**config.mk**
```make
export PLATFORM = sky130hd
export DESIGN_NAME = pipe_regs
export DESIGN_NICKNAME = d
export VERILOG_FILES = /design/src/rtl/pipe_regs.sv
export SDC_FILE = /design/constraint.sdc
export NUM_CORES = 1
export LEC_CHECK = 0
export BUFFER_PORTS_ARGS = -buffer_cell sky130_fd_sc_hd__buf_4
export CAP_MARGIN = 20
export CELL_PAD_IN_SITES_DETAIL_PLACEMENT = 1
export CELL_PAD_IN_SITES_GLOBAL_PLACEMENT = 1
export CORE_UTILIZATION = 39
export CTS_CLUSTER_SIZE = 14
export DETAILED_ROUTE_END_ITERATION = 10
export PLACE_DENSITY_LB_ADDON = 0.1
export SKIP_LAST_GASP = 1
export SYNTH_ARGS = -nofsm -noshare
export SYNTH_HDL_FRONTEND = slang
export SYNTH_SLANG_ARGS = --single-unit
```
**constraint.sdc**
```tcl
create_clock -name clk -period 1.7 [get_ports clk]
set_clock_uncertainty 0.05 [all_clocks]
set_input_delay 0.085 -clock clk [delete_from_list [all_inputs] [get_ports clk]]
set_output_delay 0.085 -clock clk [all_outputs]
set_load 0.03 [all_outputs]
```
**src/rtl/pipe_regs.sv**
```systemverilog
// pipe_regs: elastic register pipeline of STAGES stages with valid/ready
// handshaking on both sides. Empty stages accept words even while later
// stages are stalled, so bubbles collapse.
//
// Ports:
//   clk        rising-edge clock
//   reset      asynchronous active-high reset (clears valids, loads RESET_VAL)
//   in_valid   upstream offers in_data
//   in_ready   pipeline accepts a word this cycle (combinational)
//   in_data    upstream data word
//   out_valid  last stage holds a valid word
//   out_ready  downstream accepts a word this cycle
//   out_data   data register of the last stage
//   flush      synchronous discard of all held words (data registers untouched)
//   occupancy  number of valid stages, 0..STAGES
module pipe_regs #(
    parameter int unsigned      WIDTH     = 8,
    parameter int unsigned      STAGES    = 2,
    parameter logic [WIDTH-1:0] RESET_VAL = '0
) (
    input  logic                          clk,
    input  logic                          reset,
    input  logic                          in_valid,
    output logic                          in_ready,
    input  logic [WIDTH-1:0]              in_data,
    output logic                          out_valid,
    input  logic                          out_ready,
    output logic [WIDTH-1:0]              out_data,
    input  logic                          flush,
    output logic [$clog2(STAGES+1)-1:0]   occupancy
);

    localparam int unsigned OCC_W = $clog2(STAGES + 1);

    logic [STAGES-1:0] v;
    logic [WIDTH-1:0]  d    [STAGES];
    logic [STAGES-1:0] rdy;
    logic [STAGES-1:0] up_v;
    logic [WIDTH-1:0]  up_d [STAGES];

    // rdy[k] = !v[k] || rdy[k+1] unrolls to "not every stage from k to the
    // output is full, or the output drains"; computed with a running AND so
    // the rdy vector never depends on itself.
    always_comb begin
        logic        full_tail;
        int unsigned k;
        rdy       = '0;
        full_tail = 1'b1;
        k         = 0;
        for (int unsigned i = 0; i < STAGES; i++) begin
            k         = STAGES - 1 - i;
            full_tail = full_tail & v[k];
            rdy[k]    = !full_tail || out_ready;
        end
    end

    // Upstream view of each stage: the input port for stage 0, the previous
    // stage otherwise.
    always_comb begin
        up_v    = '0;
        up_v[0] = in_valid;
        up_d[0] = in_data;
        for (int unsigned i = 1; i < STAGES; i++) begin
            up_v[i] = v[i-1];
            up_d[i] = d[i-1];
        end
    end

    always_ff @(posedge clk or posedge reset) begin
        if (reset) begin
            v <= '0;
            for (int unsigned i = 0; i < STAGES; i++) begin
                d[i] <= RESET_VAL;
            end
        end else begin
            for (int unsigned i = 0; i < STAGES; i++) begin
                if (flush) begin
                    v[i] <= 1'b0;
                end else if (rdy[i]) begin
                    v[i] <= up_v[i];
                end
                // Data only moves with a real word, so bubbles never toggle it.
                if (!flush && rdy[i] && up_v[i]) begin
                    d[i] <= up_d[i];
                end
            end
        end
    end

    always_comb begin
        occupancy = '0;
        for (int unsigned i = 0; i < STAGES; i++) begin
            occupancy = occupancy + OCC_W'(v[i]);
        end
    end

    assign in_ready  = rdy[0];
    assign out_valid = v[STAGES-1];
    assign out_data  = d[STAGES-1];

endmodule

```
* Yosys cells after proc, flatten, opt, wreduce, memory -nomap -nowiden
Index checks and enable logic that the tools add are counted.
Cells by class: add/sub/neg operators 1, multiply operators 0, div/mod/pow operators 0, magnitude comparators 0, equality and inequality tests 0, shift operators 0, multiplexer cells 4, bitwise gates (word level) 1, reduce and logical (&&, ||, !) cells 11
Operators by type and width (number):
- $logic_and 1x1->1 | 4
- $mux 1 | 4
- $reduce_bool 2->1 | 2
- $logic_not 1->1 | 3
- $add 1x1->2 | 1
- $logic_or 1x1->1 | 2
- $and 1x1->1 | 1
Word-level totals: register bits after elaboration 18, latch bits 0, bits in writable memories 0, memory bits (read-only) 0, output and inout port bits 12, logic and storage cells 21, memories kept 0

* Longest topological paths before layout
Gate-level depths: netlist of run 1.
depth in word-level cells 5, depth in mapped cells 5

* Least setup slack after synthesis of run 1
OpenSTA, ideal clock, no wires.
path kind reg-to-reg, start point register v[1], end point register d[10] (netlist bit), library setup time 125 ps, arrival time 1752 ps, required time 1525 ps, path slack -227 ps, cell stages (with the launch flop) 6, path buffers 1, period minus slack after synthesis 1927 ps, cells stage by stage dfrtp_1 ha_1 nand2b_4 and3b_1 buf_6 mux2_4
On the way: word-level cells in the longest chain between the ends 5
RTL lines:
- start: declaration | line 35 | logic [STAGES-1:0] v;
- start signal: indexed assignment | line 80 | v[i] <= up_v[i];
- $and 1x1->1 | line 52 | full_tail = full_tail & v[k];
- $logic_not 1->1 | line 53 | rdy[k] = !full_tail || out_ready;
- $logic_or 1x1->1 | line 53
- via in_ready | line 24 | output logic in_ready,
- $logic_and 1x1->1 (2 in a row) | line 83 | if (!flush && rdy[i] && up_v[i]) begin
- end signal: indexed assignment | line 84 | d[i] <= up_d[i];
- end: declaration | line 36 | logic [WIDTH-1:0] d [STAGES];
The timed path passes the listed nets, and every way through them passes these cells. A chain may end at the register's enable or synchronous reset.

* Worst setup path after layout of run 1
start point register v[1], end point register d, in the netlist out_data[6]
On the way: word-level cells in the longest chain between the ends 4
RTL lines (line):
- $logic_not 1->1 | 53
- $logic_or 1x1->1 | 53
- $logic_and 1x1->1 (2 in a row) | 83
Every way passes these cells.

==> results of run 1 <==
power breakdown:
group	internal (mW)	switching, mW	total [mW]
registers	0.517	0.0528	0.570
logic	0.209	0.205	0.414
clock network	0.130	0.132	0.263
per-stage QoR:
step	cell area, um^2	total power [mW]	hold WS [ns]	std cells	utilization
2_1_floorplan	838	0.906	-0.0265	53	-
4_1_cts	1140	1.26	0.00642	111	0.578
5_1_grt	1140	1.31	0.00168	111	0.578
6_report	1140	1.25	0.0128	111	0.578
3_5_place_dp	1010	0.975	0.184	97	0.509
3_3_place_gp	1010	0.966	0.176	97	0.509
cell type report:
type / instances / area (um^2)
Clock buffer: 4 / 36.3
Fill cell: 202 / 837
Inverter: 1 / 3.75
Multi-Input combinational cell: 25 / 312
Sequential cell: 18 / 452
Tap cell: 27 / 33.8
Timing Repair Buffer: 36 / 308
synth_stat cells:
library cell | number | area share
sky130_fd_sc_hd__and3b_1 | 1 | 0.011
sky130_fd_sc_hd__buf_4 | 8 | 0.073
sky130_fd_sc_hd__buf_6 | 1 | 0.014
sky130_fd_sc_hd__dfrtp_1 | 18 | 0.55
sky130_fd_sc_hd__ha_1 | 1 | 0.015
sky130_fd_sc_hd__inv_1 | 1 | 0.0045
sky130_fd_sc_hd__mux2_2 | 8 | 0.11
sky130_fd_sc_hd__mux2_4 | 8 | 0.15
sky130_fd_sc_hd__mux2i_1 | 1 | 0.012
sky130_fd_sc_hd__nand2b_4 | 1 | 0.017
sky130_fd_sc_hd__nor2_1 | 3 | 0.014
sky130_fd_sc_hd__nor2b_4 | 1 | 0.017
sky130_fd_sc_hd__nor3b_4 | 1 | 0.023
metal layers:
metal	track usage	vias to the layer above
li1	-	233
met2	0.268	15
met4	0.0500	0
met1	0.225	256
met5	0	-
met3	0.0377	0
registers in the layout, summed over array words and instances, names as in the netlist:
signal / cells
d: 8
out_data: 8
v: 2
how the worst max path moves through the flow:
stage / start / endpoint / cells past startpoint
2_1_floorplan: v[1]$_DFFE_PP0P_ / d[10]$_DFFE_PP0P_ / 5
3_3_place_gp: v[1]$_DFFE_PP0P_ / out_data[1]$_DFFE_PP0P_ / 3
3_5_place_dp: v[1]$_DFFE_PP0P_ / out_data[1]$_DFFE_PP0P_ / 3
4_1_cts: v[1]$_DFFE_PP0P_ / out_data[1]$_DFFE_PP0P_ / 3
5_1_grt: v[1]$_DFFE_PP0P_ / out_data[0]$_DFFE_PP0P_ / 3
6_report: v[1]$_DFFE_PP0P_ / out_data[6]$_DFFE_PP0P_ / 3
critical path: cells and delay by family (launching register included):
kind | cells | cell delay (ns)
simple gates | 2 | 0.56
mux | 1 | 0.39
flops | 1 | 0.44
cells by family after synthesis:
| logic type | count (synthesis) |
|---|---|
| multiplexers | 17 |
| flip-flops | 18 |
| AND/OR/NAND/NOR | 7 |
| adder cells (fa/ha/maj) | 1 |
| buffers and inverters | 10 |
what timing repair did:
item	CTS	global route
hold endpoints to repair	28	0
setup buffers	0	0
hold buffers	10	0
==> results.rst, run 1 <==
.. list-table::
   :header-rows: 1

   * - Metric
     - Value
   * - Outcome
     - complete, no violations
   * - Gpl congestion
     - 0.645
   * - Ys Warns
     - 0
   * - Num Clock Sinks
     - 18
   * - Time the final worst path needs with I/O delays and setup
     - 1.55 ns
   * - Number of global-route vias before repair
     - 516
   * - # nets final
     - 99
   * - Clock Path Buffers
     - 2
   * - Number of register bits inferred by synthesis
     - 18
   * - Site Rows
     - 16
   * - Post-detailed-route wirelength per cell
     - 14.1 um
   * - Detailed route wirelength on metal3
     - 48 um
   * - Gr ovfl total
     - 0
   * - Netlist Area Pre-Place
     - 825 um^2
   * - Minimum setup slack after placement
     - 0.147 ns
   * - DPL Wire Length
     - 1040 um
   * - Latest clock arrival within the worst-skew pair
     - 0.29 ns
   * - Share of final-layout standard cells stronger than drive strength 1
     - 0.607
   * - Total of max-cap violations
     - 0
   * - Min-delay worst type
     - in -> reg
   * - Main combinational cell family by area after synthesis
     - multiplexers
   * - Global-route wire length before repair
     - 2500 um
   * - Syn_area_per_cell
     - 15.6 um^2
   * - Number of cells on the worst reg-to-reg path
     - 3
   * - Metal2 WL
     - 874 um
   * - Antenna violations before repair
     - 0
   * - Required time worst endpoint
     - 1.83 ns
   * - Worst setup margin
     - 0.151 ns
   * - Number of top-level pins
     - 25
   * - Clock-pin slew on the worst setup and hold paths
     - 0.10 ns
   * - Cell chosen for the clock root
     - sky130_fd_sc_hd__clkbuf_4
   * - Overall die height
     - 48.0 um
   * - Post-synthesis xor/xnor area fraction
     - 0
   * - Highest-count cells in the layout ignoring fill and taps
     - sky130_fd_sc_hd__buf_4 (25), sky130_fd_sc_hd__dfrtp_1 (17), sky130_fd_sc_hd__dlygate4sd3_1 (10)
   * - Worst slew margin
     - 0.549
   * - Post-cts resize count
     - 0
   * - Worst vdd rail ir drop
     - 0.511 mV
   * - Average via count per standard cell
     - 4.54
   * - Class of the most critical setup path
     - reg -> reg
   * - Hold Path Cell Cnt
     - 3
   * - Most common library cell in the layout ignoring fill and taps
     - sky130_fd_sc_hd__buf_4
   * - Max Clk Rate
     - 0.645 GHz
   * - Number of buffer cells added on primary ports
     - 24
   * - Highest routing layer actually used
     - met3
   * - Wire length the detailed router placed on met1
     - 646 um
   * - Post-synth cell types
     - 13
   * - Number of levels the H-tree was split into
     - 1
   * - Routed via count
     - 504
   * - Unrepaired setup endpoints after global routing
     - false
   * - Effective utilization at floorplan
     - 0.416
   * - Reg-to-reg critical path endpoint
     - out_data[6]$_DFFE_PP0P_
   * - Clock tree from TritonCTS
     - built
   * - Number of antenna-violating nets in the routed design
     - 0
   * - Total wire length
     - 1570 um
   * - CP peak stage delay
     - 0.44 ns
   * - Cell area power density
     - 1090 nW/um^2
   * - Cell with the largest stage delay on the worst path
     - sky130_fd_sc_hd__dfrtp_2
   * - Number of failing setup endpoints in the final timing report
     - 0
   * - Startpoint types
     - flip-flop
   * - Cell breakdown of the critical path
     - nor2b_4 -> nor3b_4 -> mux2_2
   * - Growth of design area from synthesis to finish
     - 38.8%
   * - Final hold violation count
     - 0
   * - Antenna diode count
     - 0
   * - Pin count of the biggest net entering global routing
     - 19
   * - DIE AREA
     - 2300 um^2
   * - Final Max Tran Viols
     - 0
   * - Multiplexer share of the synthesized area
     - 0.267
   * - Number of design-rule violations left by the first detailed-router iteration
     - 1
   * - Adder and majority cell fraction of the synthesized area
     - 0.0152
   * - Setup_tns
     - 0 ns
   * - Static Leakage
     - 0.547 nW
   * - Standard cell core area
     - 1980 um^2
   * - Floorplan die width
     - 48.0 um
   * - Data arrival, critical path
     - 1.68 ns
   * - Max FO, Critical Path
     - 8
   * - Post-synthesis compound-gate area fraction
     - 0
   * - Kind of capture point of the worst setup path
     - flip-flop
   * - Setup slack of the worst register-to-register path
     - 0.15 ns
   * - Combined global-route utilization of all metal layers
     - 0.167
   * - Number of standard cells after synthesis
     - 53
   * - Post-detailed-route DRC marker count
     - 0
   * - First-pass detailed-route iteration total
     - 4
   * - Part of the Yosys area used for sequential elements
     - 0.546
   * - Endpoint of the worst hold path
     - v[0]$_DFFE_PP0P_
   * - Number of buffers added by the clock tree synthesis step
     - 3
   * - Worst slew pin tran
     - 0.675 ns
   * - Simple logic cell fraction of the synthesized area
     - 0.0804
   * - Part of the cycle the worst path needs
     - 0.911
   * - Origin of the critical flop-to-flop path
     - v[1]$_DFFE_PP0P_
   * - Nets in the synthesized netlist
     - 67
   * - Min-Delay Startpoint
     - in_valid
Power figures use the tool's default switching activity.
==> run 2: changes to the inputs <==
--- a/config.mk
+++ b/config.mk
@@ -14,5 +14,4 @@
 export DETAILED_ROUTE_END_ITERATION = 10
 export PLACE_DENSITY_LB_ADDON = 0.1
-export SKIP_LAST_GASP = 1
 export SYNTH_ARGS = -nofsm -noshare
 export SYNTH_HDL_FRONTEND = slang
--- a/constraint.sdc
+++ b/constraint.sdc
@@ -3,3 +3,3 @@
 set_input_delay 0.085 -clock clk [delete_from_list [all_inputs] [get_ports clk]]
 set_output_delay 0.085 -clock clk [all_outputs]
-set_load 0.03 [all_outputs]
+set_load 0.02 [all_outputs]
==> run 2 against run 1 <==
Sequential cell count unchanged; non-clock buffer count unchanged; first-iteration DRC count rose to 3.0 times the previous value; design area down 3.3%; critical path type unchanged.
==> results.rst, run 2 (same netlist as run 1, synthesis figures left out) <==
.. list-table::
   :header-rows: 1

   * - Metric
     - Value
   * - Gr ovfl total
     - 0
   * - Startpoint types
     - flip-flop
   * - Max FO, Critical Path
     - 8
   * - DIE AREA
     - 2300 um^2
   * - Worst vdd rail ir drop
     - 0.557 mV
   * - Worst slew margin
     - 0.551
   * - Number of levels the H-tree was split into
     - 1
   * - Gpl congestion
     - 0.648
   * - Average via count per standard cell
     - 4.50
   * - Highest-count cells in the layout ignoring fill and taps
     - sky130_fd_sc_hd__buf_4 (26), sky130_fd_sc_hd__dfrtp_1 (18), sky130_fd_sc_hd__dlygate4sd3_1 (10)
   * - Clock Path Buffers
     - 2
   * - Site Rows
     - 16
   * - Total wire length
     - 1540 um
   * - Final hold violation count
     - 0
   * - Finished Layout Cells
     - 110
   * - Overall die height
     - 48.0 um
   * - Clock tree from TritonCTS
     - built
   * - Combined global-route utilization of all metal layers
     - 0.145
   * - CTS Hold Buffers Added
     - 10
   * - Post-cts resize count
     - 0
   * - Pin count of the biggest net entering global routing
     - 19
   * - Fill cell count
     - 199
   * - Required time worst endpoint
     - 1.82 ns
   * - Clock-pin slew on the worst setup and hold paths
     - 0.09 ns
   * - Unrepaired setup endpoints after global routing
     - false
   * - Growth of design area from synthesis to finish
     - 34.3%
   * - Antenna diode count
     - 0
   * - Min Hold Slack
     - 0.0171 ns
   * - Global-route wire length before repair
     - 2140 um
   * - Post-detailed-route wirelength per cell
     - 14.0 um
   * - Kind of capture point of the worst setup path
     - flip-flop
   * - Cell chosen for the clock root
     - sky130_fd_sc_hd__clkbuf_4
   * - Cell area power density
     - 1010 nW/um^2
   * - Post-CTS setup buffer count
     - 0
   * - Number of design-rule violations left by the first detailed-router iteration
     - 3
   * - Number of failing setup endpoints in the final timing report
     - 0
   * - Antenna violations before repair
     - 0
   * - Max Clk Rate
     - 0.650 GHz
   * - Number of top-level pins
     - 25
   * - Part of the cycle the worst path needs
     - 0.905
   * - Time the final worst path needs with I/O delays and setup
     - 1.54 ns
   * - Floorplan die width
     - 48.0 um
   * - First-pass detailed-route iteration total
     - 2
   * - Class of the most critical setup path
     - reg -> reg
   * - Number of antenna-violating nets in the routed design
     - 0
   * - Static Leakage
     - 0.537 nW
   * - Min-delay worst type
     - in -> reg
   * - # placed instances
     - 97
   * - # nets final
     - 99
   * - Data arrival, critical path
     - 1.66 ns
   * - Outcome
     - complete, no violations
   * - Latest clock arrival within the worst-skew pair
     - 0.27 ns
   * - Share of final-layout standard cells stronger than drive strength 1
     - 0.590
   * - Number of global-route vias before repair
     - 458
   * - Num Clock Sinks
     - 18
   * - Post-detailed-route DRC marker count
     - 0
   * - Standard cell core area
     - 1980 um^2
   * - Routed via count
     - 495
   * - Setup_tns
     - 0 ns
   * - Final Max Tran Viols
     - 0
   * - DPL Wire Length
     - 1060 um
   * - Most common library cell in the layout ignoring fill and taps
     - sky130_fd_sc_hd__buf_4
   * - Number of buffer cells added on primary ports
     - 24
   * - Worst slew pin tran
     - 0.672 ns
   * - Effective utilization at floorplan
     - 0.416
   * - Number of buffers added by the clock tree synthesis step
     - 3
   * - Total of max-cap violations
     - 0
## run 2: cell types whose count changed in the layout (fill, tap and decap cells not counted), sizes merged
cell / change
clkbuf: -1
## run 2: layer usage
| metal | vias to the layer above | wire length [um] | share of wire | GRT usage |
|---|---|---|---|---|
| met5 | - | 0 | 0 | 0 |
| met2 | 13 | 755 | 0.49 | 0.224 |
| met3 | 2 | 44 | 0.029 | 0.0340 |
| li1 | 233 | - | - | - |
| met4 | 0 | 13 | 0.0084 | 0.0667 |
| met1 | 247 | 729 | 0.47 | 0.191 |
## run 2: power breakdown
part,switching (mW),internal (mW)
clock network,0.115,0.0820
logic,0.157,0.204
registers,0.0479,0.517
## run 2: final timing paths
path                                              start                      end  slack [ns]  cells after the start
worst max-delay path                   v[0]$_DFFE_PP0P_         d[8]$_DFFE_PP0P_        0.16                      5
worst min-delay path                           in_valid         v[0]$_DFFE_PP0P_        0.02                      3
worst max register to register         v[0]$_DFFE_PP0P_         d[8]$_DFFE_PP0P_        0.16                      5
worst min register to register  out_data[1]$_DFFE_PP0P_  out_data[1]$_DFFE_PP0P_        0.46                      1
max in group asynchronous                         reset  out_data[3]$_DFFE_PP0P_        0.76                      3
min in group asynchronous                         reset  out_data[7]$_DFFE_PP0P_        0.41                      3
## run 2: area by class of cell
| type | count | area [um^2] | share of cell area |
|---|---|---|---|
| repair buffers | 36 | 295 | 0.267 |
| flip-flops and latches | 18 | 450 | 0.407 |
| well taps | 27 | 33.8 | 0.0305 |
| clock buffers | 3 | 22.5 | 0.0203 |
| multi-input cells | 25 | 302 | 0.272 |
| inverters | 1 | 3.75 | 0.00339 |
## run 2: per-stage QoR
step / power (mW) / area (um^2) / worst slack [ns] / util
after floorplan: 0.852 / 827 / 0.0380 / -
after detailed placement: 0.917 / 985 / 0.167 / 0.497
after CTS: 1.14 / 1110 / 0.155 / 0.559
after global placement: 0.911 / 985 / 0.190 / 0.497
final: 1.12 / 1110 / 0.161 / 0.559
after global routing: 1.19 / 1110 / 0.115 / 0.559
## run 2: critical path, stage by stage (launching register included)
cell and delay [ns]:
sky130_fd_sc_hd__dfrtp_1 0.42, sky130_fd_sc_hd__ha_2 0.21, sky130_fd_sc_hd__nand2b_4 0.08, sky130_fd_sc_hd__and3b_1 0.16
sky130_fd_sc_hd__buf_4 0.19, sky130_fd_sc_hd__mux2_4 0.32
